$ cat src/rtl/cpu_pipeline_pkg.sv
// Shared encodings for the CPU pipeline control blocks.
package cpu_pipeline_pkg;
  localparam logic [4:0] REG_ZERO          = 5'd0;
  localparam logic       REG_WRITE_SRC_MEM = 1'b1;
  localparam logic [1:0] NEXT_PC_SEQ       = 2'd0;

  typedef enum logic {
    IDLE = 1'b0,
    BUSY = 1'b1
  } mc_state_t;
endpackage

$ cat src/rtl/pipeline_stall_controller_sat_counter.sv
// Saturating up-counter with synchronous active-low clear; sticks at all-ones.
module sat_counter #(
  parameter int WIDTH = 32
) (
  input  logic             clk,
  input  logic             reset_n,
  input  logic             inc,
  output logic [WIDTH-1:0] count
);

  always_ff @(posedge clk) begin
    if (!reset_n) begin
      count <= '0;
    end else if (inc && (count != '1)) begin
      count <= count + WIDTH'(1);
    end
  end

endmodule

$ cat src/rtl/pipeline_stall_controller.sv
// Pipeline-register enable/flush/bubble control: load-use stall, EX redirect
// flush and multi-cycle EX freeze with timeout, plus stall/flush counters.
module pipeline_stall_controller
  import cpu_pipeline_pkg::*;
#(
  parameter int MC_TIMEOUT = 64,
  parameter int CNT_WIDTH  = 32
) (
  input  logic                 clk,
  input  logic                 reset_n,
  input  logic [4:0]           id_rs1_address,
  input  logic [4:0]           id_rs2_address,
  input  logic                 id_uses_rs1,
  input  logic                 id_uses_rs2,
  input  logic [4:0]           ex_rd_address,
  input  logic                 ex_reg_wren,
  input  logic                 ex_is_load,
  input  logic                 ex_branch_taken,
  input  logic                 ex_mc_start,
  input  logic                 ex_mc_done,
  output logic                 pc_wren,
  output logic                 if_id_wren,
  output logic                 if_id_flush,
  output logic                 id_ex_wren,
  output logic                 id_ex_bubble,
  output logic                 ex_mem_bubble,
  output logic                 mc_timeout,
  output logic [CNT_WIDTH-1:0] stall_cycles,
  output logic [CNT_WIDTH-1:0] flush_count,
  output mc_state_t            dbg_mc_state
);

  localparam int MC_CNT_W = $clog2(MC_TIMEOUT + 1);
  localparam logic [MC_CNT_W:0] MC_LIMIT = (MC_CNT_W + 1)'(MC_TIMEOUT);

  mc_state_t           mc_state, mc_state_next;
  logic [MC_CNT_W-1:0] mc_cnt, mc_cnt_next;
  logic [MC_CNT_W:0]   mc_cnt_inc;
  logic                mc_timeout_set;
  logic                timeout_hit;
  logic                mc_hold;
  logic                rs1_hit, rs2_hit, load_use;

  assign rs1_hit  = id_uses_rs1 && (id_rs1_address == ex_rd_address);
  assign rs2_hit  = id_uses_rs2 && (id_rs2_address == ex_rd_address);
  assign load_use = (ex_is_load == REG_WRITE_SRC_MEM) && ex_reg_wren &&
                    (ex_rd_address != REG_ZERO) && (rs1_hit || rs2_hit);

  // The cycle whose increment reaches MC_TIMEOUT is the last held cycle.
  assign mc_cnt_inc  = {1'b0, mc_cnt} + (MC_CNT_W + 1)'(1);
  assign timeout_hit = (mc_cnt_inc >= MC_LIMIT);

  assign mc_hold = ((mc_state == BUSY) && !ex_mc_done) ||
                   ((mc_state == IDLE) && ex_mc_start && !ex_mc_done);

  assign dbg_mc_state = mc_state;

  always_ff @(posedge clk) begin
    if (!reset_n) begin
      mc_state   <= IDLE;
      mc_cnt     <= '0;
      mc_timeout <= 1'b0;
    end else begin
      mc_state   <= mc_state_next;
      mc_cnt     <= mc_cnt_next;
      mc_timeout <= mc_timeout || mc_timeout_set;
    end
  end

  always_comb begin
    mc_state_next  = mc_state;
    mc_cnt_next    = mc_cnt;
    mc_timeout_set = 1'b0;
    case (mc_state)
      IDLE: begin
        if (ex_mc_start && !ex_mc_done) begin
          mc_state_next = BUSY;
          mc_cnt_next   = MC_CNT_W'(1);
        end
      end
      BUSY: begin
        if (ex_mc_done) begin
          mc_state_next = IDLE;
          mc_cnt_next   = '0;
        end else if (timeout_hit) begin
          mc_state_next  = IDLE;
          mc_cnt_next    = '0;
          mc_timeout_set = 1'b1;
        end else begin
          mc_cnt_next = mc_cnt_inc[MC_CNT_W-1:0];
        end
      end
      default: begin
        mc_state_next = IDLE;
        mc_cnt_next   = '0;
      end
    endcase
  end

  always_comb begin
    pc_wren       = 1'b0;
    if_id_wren    = 1'b0;
    if_id_flush   = 1'b0;
    id_ex_wren    = 1'b0;
    id_ex_bubble  = 1'b0;
    ex_mem_bubble = 1'b0;
    if (!reset_n) begin
      pc_wren = 1'b0;
    end else if (mc_hold) begin
      ex_mem_bubble = 1'b1;
    end else if (ex_branch_taken) begin
      // The ID instruction is discarded, so a pending load-use is moot.
      pc_wren      = 1'b1;
      if_id_wren   = 1'b1;
      if_id_flush  = 1'b1;
      id_ex_wren   = 1'b1;
      id_ex_bubble = 1'b1;
    end else if (load_use) begin
      id_ex_wren   = 1'b1;
      id_ex_bubble = 1'b1;
    end else begin
      pc_wren    = 1'b1;
      if_id_wren = 1'b1;
      id_ex_wren = 1'b1;
    end
  end

  sat_counter #(.WIDTH(CNT_WIDTH)) u_stall_cnt (
    .clk     (clk),
    .reset_n (reset_n),
    .inc     (!pc_wren),
    .count   (stall_cycles)
  );

  sat_counter #(.WIDTH(CNT_WIDTH)) u_flush_cnt (
    .clk     (clk),
    .reset_n (reset_n),
    .inc     (if_id_flush),
    .count   (flush_count)
  );

endmodule

$ cat config.mk
export PLATFORM = sky130hd
export DESIGN_NAME = pipeline_stall_controller
export DESIGN_NICKNAME = d
export VERILOG_FILES = /design/src/rtl/cpu_pipeline_pkg.sv /design/src/rtl/pipeline_stall_controller_sat_counter.sv /design/src/rtl/pipeline_stall_controller.sv
export SDC_FILE = /design/constraint.sdc
export NUM_CORES = 1
export LEC_CHECK = 0
export ABC_AREA = 1
export ABC_CLOCK_PERIOD_IN_PS = 1800
export CORE_ASPECT_RATIO = 1.75
export CORE_MARGIN = 5
export CORE_UTILIZATION = 49
export CTS_BUF_LIST = sky130_fd_sc_hd__clkbuf_8
export DETAILED_ROUTE_END_ITERATION = 8
export PLACE_DENSITY_LB_ADDON = 0.05
export SYNTH_ARGS = -nofsm -noshare
export SYNTH_HDL_FRONTEND = slang
export SYNTH_SLANG_ARGS = --single-unit
export TNS_END_PERCENT = 100
$ cat constraint.sdc
create_clock -name clk -period 1.8 [get_ports clk]
set_input_delay 0.27 -clock clk [delete_from_list [all_inputs] [get_ports clk]]
set_output_delay 0.27 -clock clk [all_outputs]
set_load 0.05 [all_outputs]
# Yosys cells after proc, flatten, opt, wreduce, memory -nomap -nowiden
# Cells that the tools add are included.
# totals
regBits	73
input_bits	24
out_inout_bits	72
# op_classes
add_sub_neg	3
n_lt_le_gt_ge	1
n_eq_ne	5
mux	26
bitwise	1
n_reduce_logical	17
# op_table
operator	count
32-bit by 1-bit adder with 32-bit output, second input constant	2
32-bit inequality test, second input constant	2
1-bit two-way mux	21
7-bit two-way mux	3
7-bit one-hot mux with 2 select lines	1
1-bit logical AND	11
5-bit equality test	2
7-bit by 1-bit adder with 8-bit output, second input constant	1
8-bit by 7-bit >= comparator with 1-bit output, second input constant	1
5-bit nonzero test	1
1-bit logical OR	3
1-bit logical NOT	2
2-bit by 1-bit inequality test with 1-bit output, second input constant	1
1-bit one-hot mux with 2 select lines	1
1-bit inverter	1

# Longest topological paths before layout
# Gate-level depths: netlist of the first run.
# depth
word_depth	10
depth_mapped	13
mapped_depth_nobuf	12

# By module
# From an unflattened synthesis of the first run, not the netlist that was laid out.
# unflattened
cells_unflattened	787
hier_area_um2	4635.7
# by_module_without_submodules
mod	instances	cells_per_inst	area_per_inst_um2	seq_area_each_um2
sat_counter	2	324	1911.8	640.6
pipeline_stall_controller	1	139	812.0	180.2

# Worst setup path after synthesis of the first run
# Ideal clock, no wire load.
# synth_timing
path_kind	register to output
from	register mc_state, in the netlist dbg_mc_state
to	output port pc_wren
arrival_time_ns	2.363
t_required_ns	1.530
slack_ns	-0.833
stages_incl_launch_ff	8
n_path_buf	2
cell_sequence	dfxtp_1 o21ai_1 nand2_1 nor2_2 inv_2 clkbuf_1 nand2_1 buf_4
# synth_via
elab_chain_cells	6
word_cells_on_any_way	7
# synth_rtl
element	line_no	text
start, declared	pipeline_stall_controller.sv:36	mc_state_t mc_state, mc_state_next;
start signal, assigned	pipeline_stall_controller.sv:64	mc_state <= mc_state_next;
1-bit inverter	--	
1-bit logical AND (2 in a row)	pipeline_stall_controller.sv:54	((mc_state == IDLE) && ex_mc_start && !ex_mc_done);
1-bit logical OR *	pipeline_stall_controller.sv:53	assign mc_hold = ((mc_state == BUSY) && !ex_mc_done) ||
1-bit two-way mux * (2 in a row)	--	
end, declared	pipeline_stall_controller.sv:21	output logic pc_wren,
# Mark *: on every way between the ends. The rest lies on a longest branch, timed or not.

# Worst setup path after layout of the first run
# layout_timing
from	input port id_uses_rs2
to	output port if_id_wren
# layout_via
elab_chain_cells	7
# layout_rtl
element	line_no	text
start, declared	pipeline_stall_controller.sv:14	input logic id_uses_rs2,
1-bit logical AND	pipeline_stall_controller.sv:45	assign rs2_hit = id_uses_rs2 && (id_rs2_address == ex_rd_address);
1-bit logical OR	pipeline_stall_controller.sv:47	(ex_rd_address != REG_ZERO) && (rs1_hit || rs2_hit);
1-bit logical AND	pipeline_stall_controller.sv:47	
1-bit two-way mux	pipeline_stall_controller.sv:118	end else if (load_use) begin
1-bit two-way mux	pipeline_stall_controller.sv:111	end else if (ex_branch_taken) begin
1-bit two-way mux	pipeline_stall_controller.sv:109	end else if (mc_hold) begin
1-bit two-way mux	pipeline_stall_controller.sv:107	if (!reset_n) begin
end, declared	pipeline_stall_controller.sv:22	output logic if_id_wren,
# No other way between the ends.

==> impl_summary.txt, run 1 <==
----------------------------------------------------
[Cells and area]
  Highest-count cells in the layout ignoring fill and taps ... 279 x nand2_1, 131 x buf_4, 92 x nor2_1, 61 x a21oi_1, 48 x inv_1
  Area taken by flip-flops and latches ... between 1500 and 2000 µm²
  Cell area after layout ... roughly 6700 µm²
  Layout cells sized above 1 ... between 20% and 30%
  Antenna cell count ... 0
  Area grow syn2layout ... 41.8%
  Most common cell after layout, fill and taps aside ... nand2_1
  Final nets ... 967
  Multi-input gate area in the final layout ... 3080 µm²
  Count of filler cells inserted in the layout ... 834

[Logic synthesis]
  Synthesized flop and latch total ... 73
  Average instance area after synthesis ... approximately 6.1 µm²
  Cell types occupying the most area after synthesis ... dfxtp_1 31%, nand2_1 23%, nor2_1 8.4%
  Netlist area before placement ... about 4700 µm²
  Cell count after synthesis ... 780
  Net Count, Synth ... 807
  Count of synthesis-stage warnings from yosys ... 0
  Distinct cells, synth ... 30
  Most area-hungry cell type in the Yosys netlist ... dfxtp_1
  Portion of the post-synthesis area used by sequential elements ... a little under a third
  Share of the synthesized area in the top cell type ... slightly above 30%

[Timing]
  Final Cycle Share ... slightly below 100%
  Worst setup skew after layout ... 0.0154 ns
  Unrepaired setup endpoints after global routing ... true
  Final critical-path required period ... roughly 1.8 ns
  Minimum hold slack ... 0.430 ns
  Worst-Margin Slew ... a little over 0.5 ns
  Max-Slew Margin vs Limit ... around two thirds
  Max Slew Vio Count ... 0
  Final Hold Fails ... 0
  Number of setup violations in the final report ... 0
  F_max ... around 560 MHz

[Power]
  Power per cell area ... 501 nW/µm²
  Static Leakage ... 2.84 nW
  PnR Total Power ... about 3.4 mW
  Maximum VDD drop ... between 0.0003 and 0.0004 V

[Global route]
  Wire length of the first global-routing pass ... approximately 26 mm
  Final global-route overflow total ... 0
  Initial antenna violation count ... 0
  Pin count of the biggest net entering global routing ... 38
  Vias in the first global route ... between 5000 and 6000
  Global router's overall resource usage ... a little over a quarter

[Clocking]
  Buffer depth of the longest clock path ... 2
  Hold buffer count at CTS ... 0
  Clk root buf ... clkbuf_8
  CTS tree ... built
  Total clock buffers created by CTS ... 9
  Sinks on the clock net ... 73
  Insertion delay of the later-clocked pin in the worst-skew pair ... 0.36 ns
  Maximum level of the CTS H-tree ... 3
  Post-CTS clock slew at the launch and capture registers of the worst setup and hold paths ... roughly 0.080 ns

[Placement]
  Area of placed instances ... approximately 6300 µm²
  Number of buffers inserted by port buffering ... 95
  GPL Wtd Cong ... just under 1
  Sum of net half-perimeters after detailed placement ... between 10 and 15 mm

[Die]
  Vertical die dimension ... ~140 µm
  Boundary pin count ... 96
  Core ar. ... between 9000 and 10000 µm²
  Initial Utilization ... between 50% and 60%
  Die Wd ... around 84 µm
  FP Rows ... between 40 and 50
  Die Area ... roughly 12000 µm²

[Worst setup path]
  Sort of element at the end of the critical path ... output pin
  Critical Path Fanout Max ... 2
  Worst Path Required ... between 1.5 and 2 ns
  Crit path launch type ... primary input
  Worst endpoint data arrival time ... ~1.5 ns
  Critical path class ... primary input to output pin

[Hold path]
  Min-Delay Path Class ... primary input to flop

[Drt]
  Number of nets still failing antenna checks after routing ... 0
  Count of routing violations after the opening detailed-route iteration ... roughly 320
  Total wire length after detailed routing ... between 15 and 20 mm
  # DRC ... 0
  Detail-routed via count per cell ... 5.39
  Count of vias placed by the detailed router ... 5754
  Average wire per cell in the routed design ... roughly 15 µm
  Number of optimization iterations in the first detailed-route pass ... 5

[Run]
  Number of max-cap violations ... 0

[Run status]
  Status ... finished, final reports clean

----------------------------------------------------
## worst paths after layout
| kind | startpoint | to | slack, ns | cells after the start |
|---|---|---|---|---|
| max reg2reg | u_flush_cnt.count[1] | u_flush_cnt.count[1] | 0.05 | 12 |
| min reg2reg | mc_cnt[6] | mc_cnt[6] | 0.46 | 2 |
| min | ex_mc_done | mc_timeout | 0.43 | 3 |
| max | id_uses_rs2 | if_id_wren | 0.01 | 10 |
## worst max-delay path, stage by stage
cell             delay, ns
clkdlybuf4s50_1       0.47
nand2_1               0.05
nor2_1                0.08
nand3_1               0.07
nand2_1               0.07
nand2_2               0.09
nand2_4               0.09
buf_12                0.12
nand2_8               0.06
buf_12                0.14
## registers in the layout, indices dropped and copies added, names as in the netlist
register,flops
dbg_mc_state,1
u_flush_cnt.count,32
mc_timeout,1
mc_cnt,7
u_stall_cnt.count,32
## report_power, final
part           total (mW)  internal, mW  switching [mW]
Combinational       0.517         0.216           0.300
Clock                1.22         0.569           0.648
Sequential           1.63          1.62          0.0134
Total                3.37          2.41           0.962
## layout make-up
type / count / share of cell area (%)
inverters: 59 / 3.39
multi-input cells: 620 / 45.7
repair buffers: 177 / 23.0
clock inverters: 5 / 0.428
flip-flops and latches: 73 / 22.9
well taps: 122 / 2.27
clock buffers: 11 / 2.25
## synthesized netlist by cell type, drive strengths merged
cell and number:
a21oi 61, a31oi 1, and2 1, buf 14, clkbuf 14, clkinv 1
dfxtp 73, ha 3, inv 58, nand2 290, nand3 24, nand3b 16
nand4 41, nor2 109, nor3 22, nor3b 1, o21a 1, o21ai 12
or2 1, xnor2 13, xor2 24
## per-layer routing
layer	share of wire [%]	wire length [µm]	track usage, %	vias up
met1	34	5550	26.0	2639
met4	6.7	1080	20.3	0
met2	54	8720	50.7	208
li1	-	-	-	2840
met3	5.0	802	4.47	67
met5	0	0	0	-
## through the flow
step	setup slack, ns	std cells	TNS [ns]	util [%]
2_1_floorplan	-0.0608	780	-0.0805	-
3_3_place_gp	-0.222	1039	-6.12	67.0
3_5_place_dp	-0.326	1039	-10.19	67.0
4_1_cts	-0.0239	1060	-0.0239	69.4
5_1_grt	-0.0453	1067	-0.204	71.0
6_report	0.0134	1067	0	71.0
## cells by family (layout without fill, tap and decap cells)
group | Yosys count | count (layout) | share of synthesized area, %
AO/OA/AOI/OAI | 75 | 75 | 7.99
XOR/XNOR | 37 | 37 | 6.83
adder cells (fa/ha/maj) | 3 | 3 | 0.792
buffers and inverters | 87 | 252 | 7.92
flip-flops | 73 | 73 | 30.8
AND/OR/NAND/NOR | 505 | 505 | 45.6
## timing repair
item / CTS / global route
resized for setup: 35 / 36
setup buffers: 5 / 7
pin swaps: 15 / 13
endpoints found under the hold margin: 0 / 0
setup endpoints to repair: 11 / 67
(Power assumes the default switching activity.)
==> inputs of run 2 (changes only) <==
- SKIP_LAST_GASP: not set -> 1
==> impl_summary.txt, run 2 (synthesized netlist as in run 1, its figures left out) <==
----------------------------------------------------
[Run status]
  Status ... finished, final reports clean

[Die]
  Core ar. ... 9470 µm² (unchanged)
  Initial Utilization ... 50.1% (unchanged)
  Vertical die dimension ... 140 µm (unchanged)
  FP Rows ... 47 (unchanged)
  Die Wd ... 84.4 µm (unchanged)
  Boundary pin count ... 96 (unchanged)
  Die Area ... 11800 µm² (unchanged)

[Placement]
  Pre-CTS setup slack ... -0.326 ns (unchanged)
  Number of buffers inserted by port buffering ... 95 (unchanged)
  Area of placed instances ... 6340 µm² (unchanged)
  GPL Wtd Cong ... 0.984 (unchanged)
  Sum of net half-perimeters after detailed placement ... 12.5 mm (unchanged)
  Cell count after placement ... 1039 (unchanged)

[Cells and area]
  Layout cells sized above 1 ... 27.9% (-0.21 points)
  Multi-input gate area in the final layout ... 3070 µm² (-0.24%)
  Non-filler instance count after layout ... 1067 (unchanged)
  Antenna cell count ... 0 (unchanged)
  Area taken by flip-flops and latches ... 1540 µm² (unchanged)
  Count of filler cells inserted in the layout ... 835 (+0.12%)
  Final nets ... 967 (unchanged)
  Cell area after layout ... 6710 µm² (-0.19%)
  Area grow syn2layout ... 41.5%
  Largest regs ... u_flush_cnt.count x32, u_stall_cnt.count x32, mc_cnt x7
  Highest-count cells in the layout ignoring fill and taps ... 280 x nand2_1, 131 x buf_4, 94 x nor2_1, 61 x a21oi_1, 48 x inv_1
  Most common cell after layout, fill and taps aside ... nand2_1

[Clocking]
  CTS tree ... built
  Hold buffer count at CTS ... 0 (unchanged)
  Maximum level of the CTS H-tree ... 3 (unchanged)
  Clk root buf ... clkbuf_8
  Sinks on the clock net ... 73 (unchanged)
  Insertion delay of the later-clocked pin in the worst-skew pair ... 0.36 ns (about the same)
  Post-CTS clock slew at the launch and capture registers of the worst setup and hold paths ... 0.08 ns (about the same)
  Buffer depth of the longest clock path ... 2 (unchanged)
  Total clock buffers created by CTS ... 9 (unchanged)

[Drt]
  Total wire length after detailed routing ... 16.1 mm (about the same)
  Number of nets still failing antenna checks after routing ... 0 (unchanged)
  Detail-routed via count per cell ... 5.37 (-0.35%)
  # DRC ... 0 (unchanged)
  Count of routing violations after the opening detailed-route iteration ... 325 (+0.31%)
  Average wire per cell in the routed design ... 15.1 µm (about the same)
  Number of optimization iterations in the first detailed-route pass ... 5 (unchanged)
  Count of vias placed by the detailed router ... 5734 (-0.35%)

[Global route]
  Final global-route overflow total ... 0 (unchanged)
  Wire length of the first global-routing pass ... 26.1 mm (unchanged)
  Global router's overall resource usage ... 27.2% (unchanged)
  Initial antenna violation count ... 0 (unchanged)
  Pin count of the biggest net entering global routing ... 38 (unchanged)
  Vias in the first global route ... 5710 (unchanged)

[Timing]
  Number of setup violations in the final report ... 0 (unchanged)
  Max-Slew Margin vs Limit ... 65.8% (about the same)
  Max Slew Vio Count ... 0 (unchanged)
  Worst setup skew after layout ... 0.0127 ns (-0.00267 ns)
  Crit path setup slack, layout ... 0.00878 ns (-0.00460 ns)
  Final Hold Fails ... 0 (unchanged)
  Worst-Margin Slew ... 0.512 ns (-0.000966 ns)
  Unrepaired setup endpoints after global routing ... true
  Final critical-path required period ... 1.79 ns (+0.00460 ns)
  F_max ... 558 MHz (-0.26%)
  Final Cycle Share ... 99.5% (+0.26 points)

[Worst setup path]
  Crit path buffers/inverters ... 3 (unchanged)
  Critical path class ... primary input to output pin
  Top Family by Delay on Critical Path ... buffers and inverters
  Critical Path Fanout Max ... 2 (unchanged)
  Critical Path Slowest Stage Cell ... clkdlybuf4s50_1
  Crit path launch type ... primary input
  CP max stage delay ... 0.47 ns (about the same)
  Cells traversed along the worst timing path ... clkdlybuf4s50_1, nand2_1, nor2_1, nand3_1, nand2_1, nand2_2, nand2_4, buf_12, nand2_8, buf_12
  Sort of element at the end of the critical path ... output pin
  Worst Path Required ... 1.53 ns (about the same)
  Worst endpoint data arrival time ... 1.52 ns (about the same)

[Power]
  Maximum VDD drop ... 0.000357 V (about the same)
  Power per cell area ... 501 nW/µm² (about the same)
  Static Leakage ... 2.84 nW (about the same)
  PnR Total Power ... 3.36 mW (-0.16%)

[Hold path]
  Min-Delay Path Class ... primary input to flop

[Run]
  Number of max-cap violations ... 0 (unchanged)

----------------------------------------------------
-- run 2: changes by cell type in the layout (fill, tap and decap cells not counted), sizes merged --
cell,change
clkdlybuf4s15,-1
clkbuf,+1
-- run 2: path summary, 6_finish.rpt --
kind	startpoint	end	slack [ns]	cells after the start
setup / recovery	id_uses_rs2	if_id_wren	0.009	10
hold / removal	ex_mc_done	mc_timeout	0.43	3
setup reg to reg	u_flush_cnt.count[10]	u_flush_cnt.count[1]	0.05	11
hold reg to reg	mc_cnt[6]	mc_cnt[6]	0.46	2
-- run 2: stage by stage --
stage | setup TNS, ns | util (%) | hold slack [ns]
final | 0 | 70.9 | 0.428
after global routing | -0.245 | 70.9 | 0.429
after CTS | -0.0242 | 69.4 | 0.417
after detailed placement | -10.19 | 67.0 | 0.447
after global placement | -6.12 | 67.0 | 0.441
after floorplan | -0.0805 | - | 0.398
-- run 2: cell type report --
cell class,count,share of cell area [%]
Clock inverter,5,0.429
Multi-Input combinational cell,620,45.7
Sequential cell,73,23.0
Tap cell,122,2.27
Timing Repair Buffer,177,23.0
Clock buffer,11,2.26
Inverter,59,3.39
-- run 2: report_power, final --
part / internal (mW) / switching (mW) / total (mW)
combinational: 0.215 / 0.299 / 0.515
clock: 0.569 / 0.645 / 1.21
sequential: 1.62 / 0.0133 / 1.63
-- run 2: what timing repair did --
item | 4_1_cts | 5_1_grt
resized for setup | 35 | 34
buffers inserted | 5 | 7
pin swaps | 14 | 13
setup endpoints to repair | 11 | 67
-- run 2: worst register-to-register path: stages (launching register included) --
cell and delay, ns:
dfxtp_2 0.35, inv_1 0.11, nor3_4 0.27, nand2_2 0.11, nor2_4 0.11, nand2_1 0.08
nand2_2 0.12, inv_2 0.08, buf_4 0.17, buf_4 0.14, nor2_2 0.07, nor2_1 0.04
-- run 2: layer usage --
layer | vias up | global-route usage [%] | routed length [µm] | share of wire, %
met3 | 72 | 4.47 | 763 | 4.7
met1 | 2634 | 26.0 | 5550 | 34
met4 | 0 | 20.3 | 1150 | 7.1
li1 | 2832 | - | - | -
met5 | - | 0 | 0 | 0
met2 | 196 | 50.7 | 8680 | 54
==> patch 1, RTL diff (flow settings as in run 1) <==
Change the package constant `REG_ZERO` from 5'd0 to 5'd1.
--- a/src/rtl/cpu_pipeline_pkg.sv
+++ b/src/rtl/cpu_pipeline_pkg.sv
@@ -1,6 +1,6 @@
 // Shared encodings for the CPU pipeline control blocks.
 package cpu_pipeline_pkg;
-  localparam logic [4:0] REG_ZERO          = 5'd0;
+  localparam logic [4:0] REG_ZERO          = 5'd1;
   localparam logic       REG_WRITE_SRC_MEM = 1'b1;
   localparam logic [1:0] NEXT_PC_SEQ       = 2'd0;
 
Behaviour: not the same (Yosys sat finds a counterexample within 4 cycles, from zero or initial values and one cycle with reset_n low).
==> patch 1 against run 1 <==
  * The flow now finishes with violations (design-rule violations)
  * Setup slack worse by 0.0094 ns
  * Largest cell class unchanged
  * Sequential power hardly changed
  * Count of clock-buffer cells in the layout is 2 lower
  * Utilization is 4.9 points higher
  * Power is 7.4% higher
  * Routed wire length is 6.3% higher
  * Via count is 2.4% higher
  * Design area is 6.2% higher
  * Area after synthesis is 0.87% lower
  * Clock power is 16% higher
  * Sequential cell count stayed put
==> patch 1: results (changes against run 1) <==
- Finished Layout Cells: 1075 (+0.75%)
- Global-route wire length before repair: 25790 µm (-1.3%)
- Synth Area per Inst: 6.153 µm² (+1.2%)
- Largest net degree at the start of global routing: 62 (+63%)
- Fill cell count: 768 (-7.9%)
- Adder-Cell Fraction of Synth Area: 0.7985% (+0.0070 points)
- Routability congestion estimate: 1.010 (+2.7%)
- Reg2reg end: u_stall_cnt.count[3]$_SDFFE_PN0P_
- DP Worst Slack: -0.2580 ns (+0.06820 ns)
- Dpl cells: 1042 (+0.29%)
- Fin Hold WS: 0.4100 ns (-0.01995 ns)
- Number of global-route vias before repair: 5678 (-0.56%)
- Total track usage: 26.96% (-0.23 points)
- Syn Nets: 791 (-2.0%)
- Post-CTS sizing: 27 (-23%)
- Signal buf overhead: 24.27% (+1.3 points)
- Synth top cells by count: 284 x nand2_1, 97 x nor2_1, 73 x dfxtp_1, 62 x a21oi_1, 49 x inv_1
- Crit path DAT: 2.06 ns (+0.54 ns)
- Fraction of area in registers: 21.66% (-1.2 points)
- Sequential cells: 73 (unchanged)
- Drt first-iter violations: 351 (+8.3%)
- Failing checks: design-rule violations
- Outcome: finished, violations left
- Crit-path leading delay family: simple AND/OR/NAND/NOR gates
- Maximum VDD drop: 0.5056 mV (+42%)
- # DRC: 1 (+1)
- Layout clock area frac: 2.944% (+0.26 points)
- Post-synthesis cell area: 0.004701 mm² (-0.87%)
- Non-Clock Buffer Count: 198 (+12%)
- Finished Cell Area: 0.007139 mm² (+6.2%)
- Comb_multi_in: 613 (-1.1%)
- Placed Area: 0.006360 mm² (+0.30%)
- Slowest cell delay on critical path: 0.38 ns (-0.09 ns)
- Drt pass-1 iters: 7 (+2)
- Register-to-Register Path Depth: 10 (-2)
- Inverters: 53 (-10%)
- Worst path slowest cell: dfxtp_4
- Register area share after synthesis: 31.09% (+0.27 points)
- Worst R2R Start: u_stall_cnt.count[1]$_SDFFE_PN0P_
- Worst-Margin Slew: 0.8083 ns (+0.2956 ns)
- Leak pwr: 3.066 nW (+7.9%)
- Share of layout cells above drive strength 1: 33.58% (+5.4 points)
- Synth Area in XOR/XNOR: 7.266% (+0.43 points)
- Top post-synthesis cells by area: dfxtp_1 31%, nand2_1 23%, nor2_1 7.7%
- Worst Skew: 0.008905 ns (-0.006481 ns)
- Compound-Gate Fraction of Synth Area: 8.304% (+0.31 points)
- Post-CTS Setup Inserts: 2 (-3)
==> patch 1: cell count changes after synthesis, sizes merged, moves of 4 or more <==
| cell | run 1 | this run |
|---|---|---|
| inv | 58 | 53 |
| nand4 | 41 | 37 |
| nor2 | 109 | 102 |
| nor3 | 22 | 28 |
==> patch 1: power by group through the flow <==
| stage | Sequential (mW) | Clock, mW | Combinational [mW] |
|---|---|---|---|
| floorplan | 1.71 | 0 | 0.228 |
| global placement | 1.68 | 0 | 0.461 |
| detailed placement | 1.68 | 0 | 0.468 |
| CTS | 1.64 | 1.44 | 0.464 |
| global route | 1.63 | 1.53 | 0.605 |
| finish | 1.63 | 1.41 | 0.574 |
==> patch 1: worst max-delay path by stage <==
| stage | from | end | slack [ns] | cells after the start |
|---|---|---|---|---|
| global placement | ex_rd_address[4] | id_ex_bubble | -0.22 | 11 |
| floorplan | dbg_mc_state$_SDFF_PN0_ | pc_wren | -0.09 | 7 |
| detailed placement | ex_rd_address[2] | u_stall_cnt.count[3]$_SDFFE_PN0P_ | -0.26 | 13 |
| global route | u_stall_cnt.count[1]$_SDFFE_PN0P_ | u_stall_cnt.count[2]$_SDFFE_PN0P_ | -0.06 | 10 |
| CTS | dbg_mc_state$_SDFF_PN0_ | id_ex_bubble | -0.008 | 7 |
| finish | u_stall_cnt.count[1]$_SDFFE_PN0P_ | u_stall_cnt.count[3]$_SDFFE_PN0P_ | 0.004 | 10 |
==> patch 1: per-layer routing <==
metal | part of all wire [%] | wire, µm | GRT usage [%] | vias up
li1 | - | - | - | 2839
met1 | 32 | 5509 | 25.21 | 2715
met2 | 54 | 9255 | 50.62 | 254
met3 | 5.6 | 965 | 4.435 | 85
met4 | 8.4 | 1436 | 20.42 | 0
met5 | 0 | 0 | 0 | -
==> patch 2, RTL diff (flow settings as in run 1) <==
Made on the original files. Reset style: asynchronous (`reset_n`), changed in 2 clocked blocks.
--- a/src/rtl/pipeline_stall_controller_sat_counter.sv
+++ b/src/rtl/pipeline_stall_controller_sat_counter.sv
@@ -8,7 +8,7 @@
   output logic [WIDTH-1:0] count
 );
 
-  always_ff @(posedge clk) begin
+  always_ff @(posedge clk or negedge reset_n) begin
     if (!reset_n) begin
       count <= '0;
     end else if (inc && (count != '1)) begin
--- a/src/rtl/pipeline_stall_controller.sv
+++ b/src/rtl/pipeline_stall_controller.sv
@@ -55,7 +55,7 @@
 
   assign dbg_mc_state = mc_state;
 
-  always_ff @(posedge clk) begin
+  always_ff @(posedge clk or negedge reset_n) begin
     if (!reset_n) begin
       mc_state   <= IDLE;
       mc_cnt     <= '0;
Function: differs if reset_n is asserted again (counterexample within 4 cycles, from zero or initial values and one cycle with reset_n low); with reset_n held inactive, the same outputs for 10 cycles.
==> patch 2 against run 1 <==
  * The run now ends with negative setup slack left
  * Sequential cell count unchanged
  * Utilization increased by 0.42 points
  * Area after synthesis increased by 4.2%
  * Count of clock-buffer cells in the layout decreased by 1
  * Design area increased by 4.7%
  * Routed wire length decreased by 1.9%
  * Setup slack got worse by 0.099 ns
  * Critical endpoint is now pc_wren
Power is not compared: it rests on default switching activity, and its combinational part moved more than twofold at a synthesized area within 25%.
==> patch 2: results (changes against run 1) <==
- Post-DP HPWL: 11840 µm (-5.5%)
- Global-route wire length before repair: 24520 µm (-6.2%)
- Share of layout cells above drive strength 1: 28.76% (+0.61 points)
- # setup viols final: 6 (+6)
- Worst R2R Start: u_flush_cnt.count[3]$_DFFE_PN0P_
- Nets@finish: 919 (-5.0%)
- CP max FO: 3 (+1)
- Crit path DAT: 1.62 ns (+0.10 ns)
- Largest regs: u_flush_cnt.count (32), u_stall_cnt.count (32), mc_cnt (7)
- Dpl cells: 985 (-5.2%)
- Via density per instance: 5.257 (-2.5%)
- Met3 global-route usage: 4.734% (+0.27 points)
- Placed Area: 0.006377 mm² (+0.57%)
- Register area share after synthesis: 36.96% (+6.1 points)
- Final setup margin: -0.08606 ns (-0.09944 ns)
- Synth async-reset ratio: 100.0% (+100 points)
- Clock Latency Late Sink: 0.37 ns
- Reg clk slew, reported paths: 0.08 ns (about the same)
- Synth top cells by count: 294 x nand2_1, 92 x nor2_1, 73 x dfrtp_1, 46 x inv_1, 37 x nand4_1
- Syn Nets: 745 (-7.7%)
- Worst Skew: 0.01130 ns (-0.004082 ns)
- Register-to-Register Path Depth: 9 (-3)
- Initial antenna violation count: 0 (unchanged)
- Post-synth cell types: 35 (+17%)
- Outcome: finished, violations left
- Worst R2R Setup Slack: -0.03 ns (-0.08 ns)
- Number of global-route vias before repair: 5276 (-7.6%)
- Routability congestion estimate: 0.9239 (-6.1%)
- Fin Hold WS: 0.1346 ns (-0.2953 ns)
- DP Worst Slack: -0.2799 ns (+0.04632 ns)
- Net Sw Frac: 39.61%
- Top post-synthesis cells by area: dfrtp_1 37%, nand2_1 22%, nor2_1 7.0%
- Final wirelength: 15850 µm (-1.9%)
- Worst-Margin Slew: 0.9693 ns (+0.4566 ns)
- CTS buffer count: 9 (unchanged)
- Drt first-iter violations: 246 (-24%)
- M1 GR Usage: 24.58% (-1.5 points)
- Port buffer count: 95 (unchanged)
- H-tree Lvls: 3 (unchanged)
- GR Util met2: 47.86% (-2.8 points)
- Ys Warns: 0 (unchanged)
- Hold Crit Class: in -> async
- Setup TNS: -0.3126 ns (-0.3126 ns)
- Slowest cell delay on critical path: 0.42 ns (-0.05 ns)
- Reg2reg end: u_flush_cnt.count[27]$_DFFE_PN0P_
- Post-Synthesis Cells: 718 (-7.9%)
- Total track usage: 25.41% (-1.8 points)
- Worst path slowest cell: dfrtp_2
- Failing checks: negative setup slack
- Finished Layout Cells: 1022 (-4.2%)
- Crit-path leading delay family: simple AND/OR/NAND/NOR gates
- Largest net degree at the start of global routing: 74 (+95%)
- Drt pass-1 iters: 4 (-1)
-- patch 2: changes by cell type after synthesis, moves of 7 or more --
cell	delta
a21oi_1	-59
clkbuf_1	-12
dfrtp_1	+73
dfxtp_1	-73
inv_1	-7
nand2_1	+7
nor2_1	-14
xor2_1	+12
-- patch 2: cells by family (layout without fill, tap and decap cells) --
logic type                 after synthesis  count (layout)  synth area share (%)
buffers and inverters                   73             252                 6.861
adders and majority gates                3               3                0.7596
and+or+nand+nor                        501             501                 44.35
DFF                                     73              73                 36.96
xor gates and xnor gates                46              46                 8.152
AOI/OAI and AO/OA                       22              22                 2.911
-- patch 2: power by group through the flow --
| stage | Clock (mW) | Sequential [mW] | Combinational [mW] |
|---|---|---|---|
| after CTS | 1.37 | 2.00 | 1.76 |
| after floorplan | 0 | 2.51 | 0.599 |
| after global routing | 1.44 | 2.04 | 1.99 |
| after global placement | 0 | 2.04 | 1.64 |
| after detailed placement | 0 | 2.05 | 1.67 |
| final | 1.34 | 2.01 | 1.86 |
-- patch 2: worst max path at each step --
stage | startpoint | end | slack [ns] | cells after the start
finish | dbg_mc_state$_DFF_PN0_ | pc_wren | -0.09 | 9
CTS | dbg_mc_state$_DFF_PN0_ | pc_wren | -0.11 | 9
global route | u_flush_cnt.count[3]$_DFFE_PN0P_ | u_flush_cnt.count[27]$_DFFE_PN0P_ | -0.20 | 9
detailed placement | ex_rd_address[4] | id_ex_bubble | -0.28 | 10
global placement | ex_rd_address[1] | id_ex_bubble | -0.21 | 10
floorplan | dbg_mc_state$_DFF_PN0_ | pc_wren | -0.26 | 9
-- patch 2: routing by layer --
metal	routed length [µm]	up-vias
li1	-	2624
met1	5394	2499
met2	8612	176
met3	704	74
met4	1137	0
met5	0	-
-- patch 2: timing repair --
item,CTS,global route
gates resized for setup,31,74
hold endpoints to repair,0,0
gates cloned,0,3
setup buffers,12,9
pin swaps,15,9
setup endpoints to repair,21,71
-- patch 2: area by class of cell --
type,count,area [µm²]
sequential,73,1841
inverter,55,226.5
clock buffer,10,137.6
tap,125,156.4
multi-input combinational,572,3034
fill,819,2814
timing repair inverter,1,11.26
timing repair buffer,180,1570
clock inverter,6,58.81
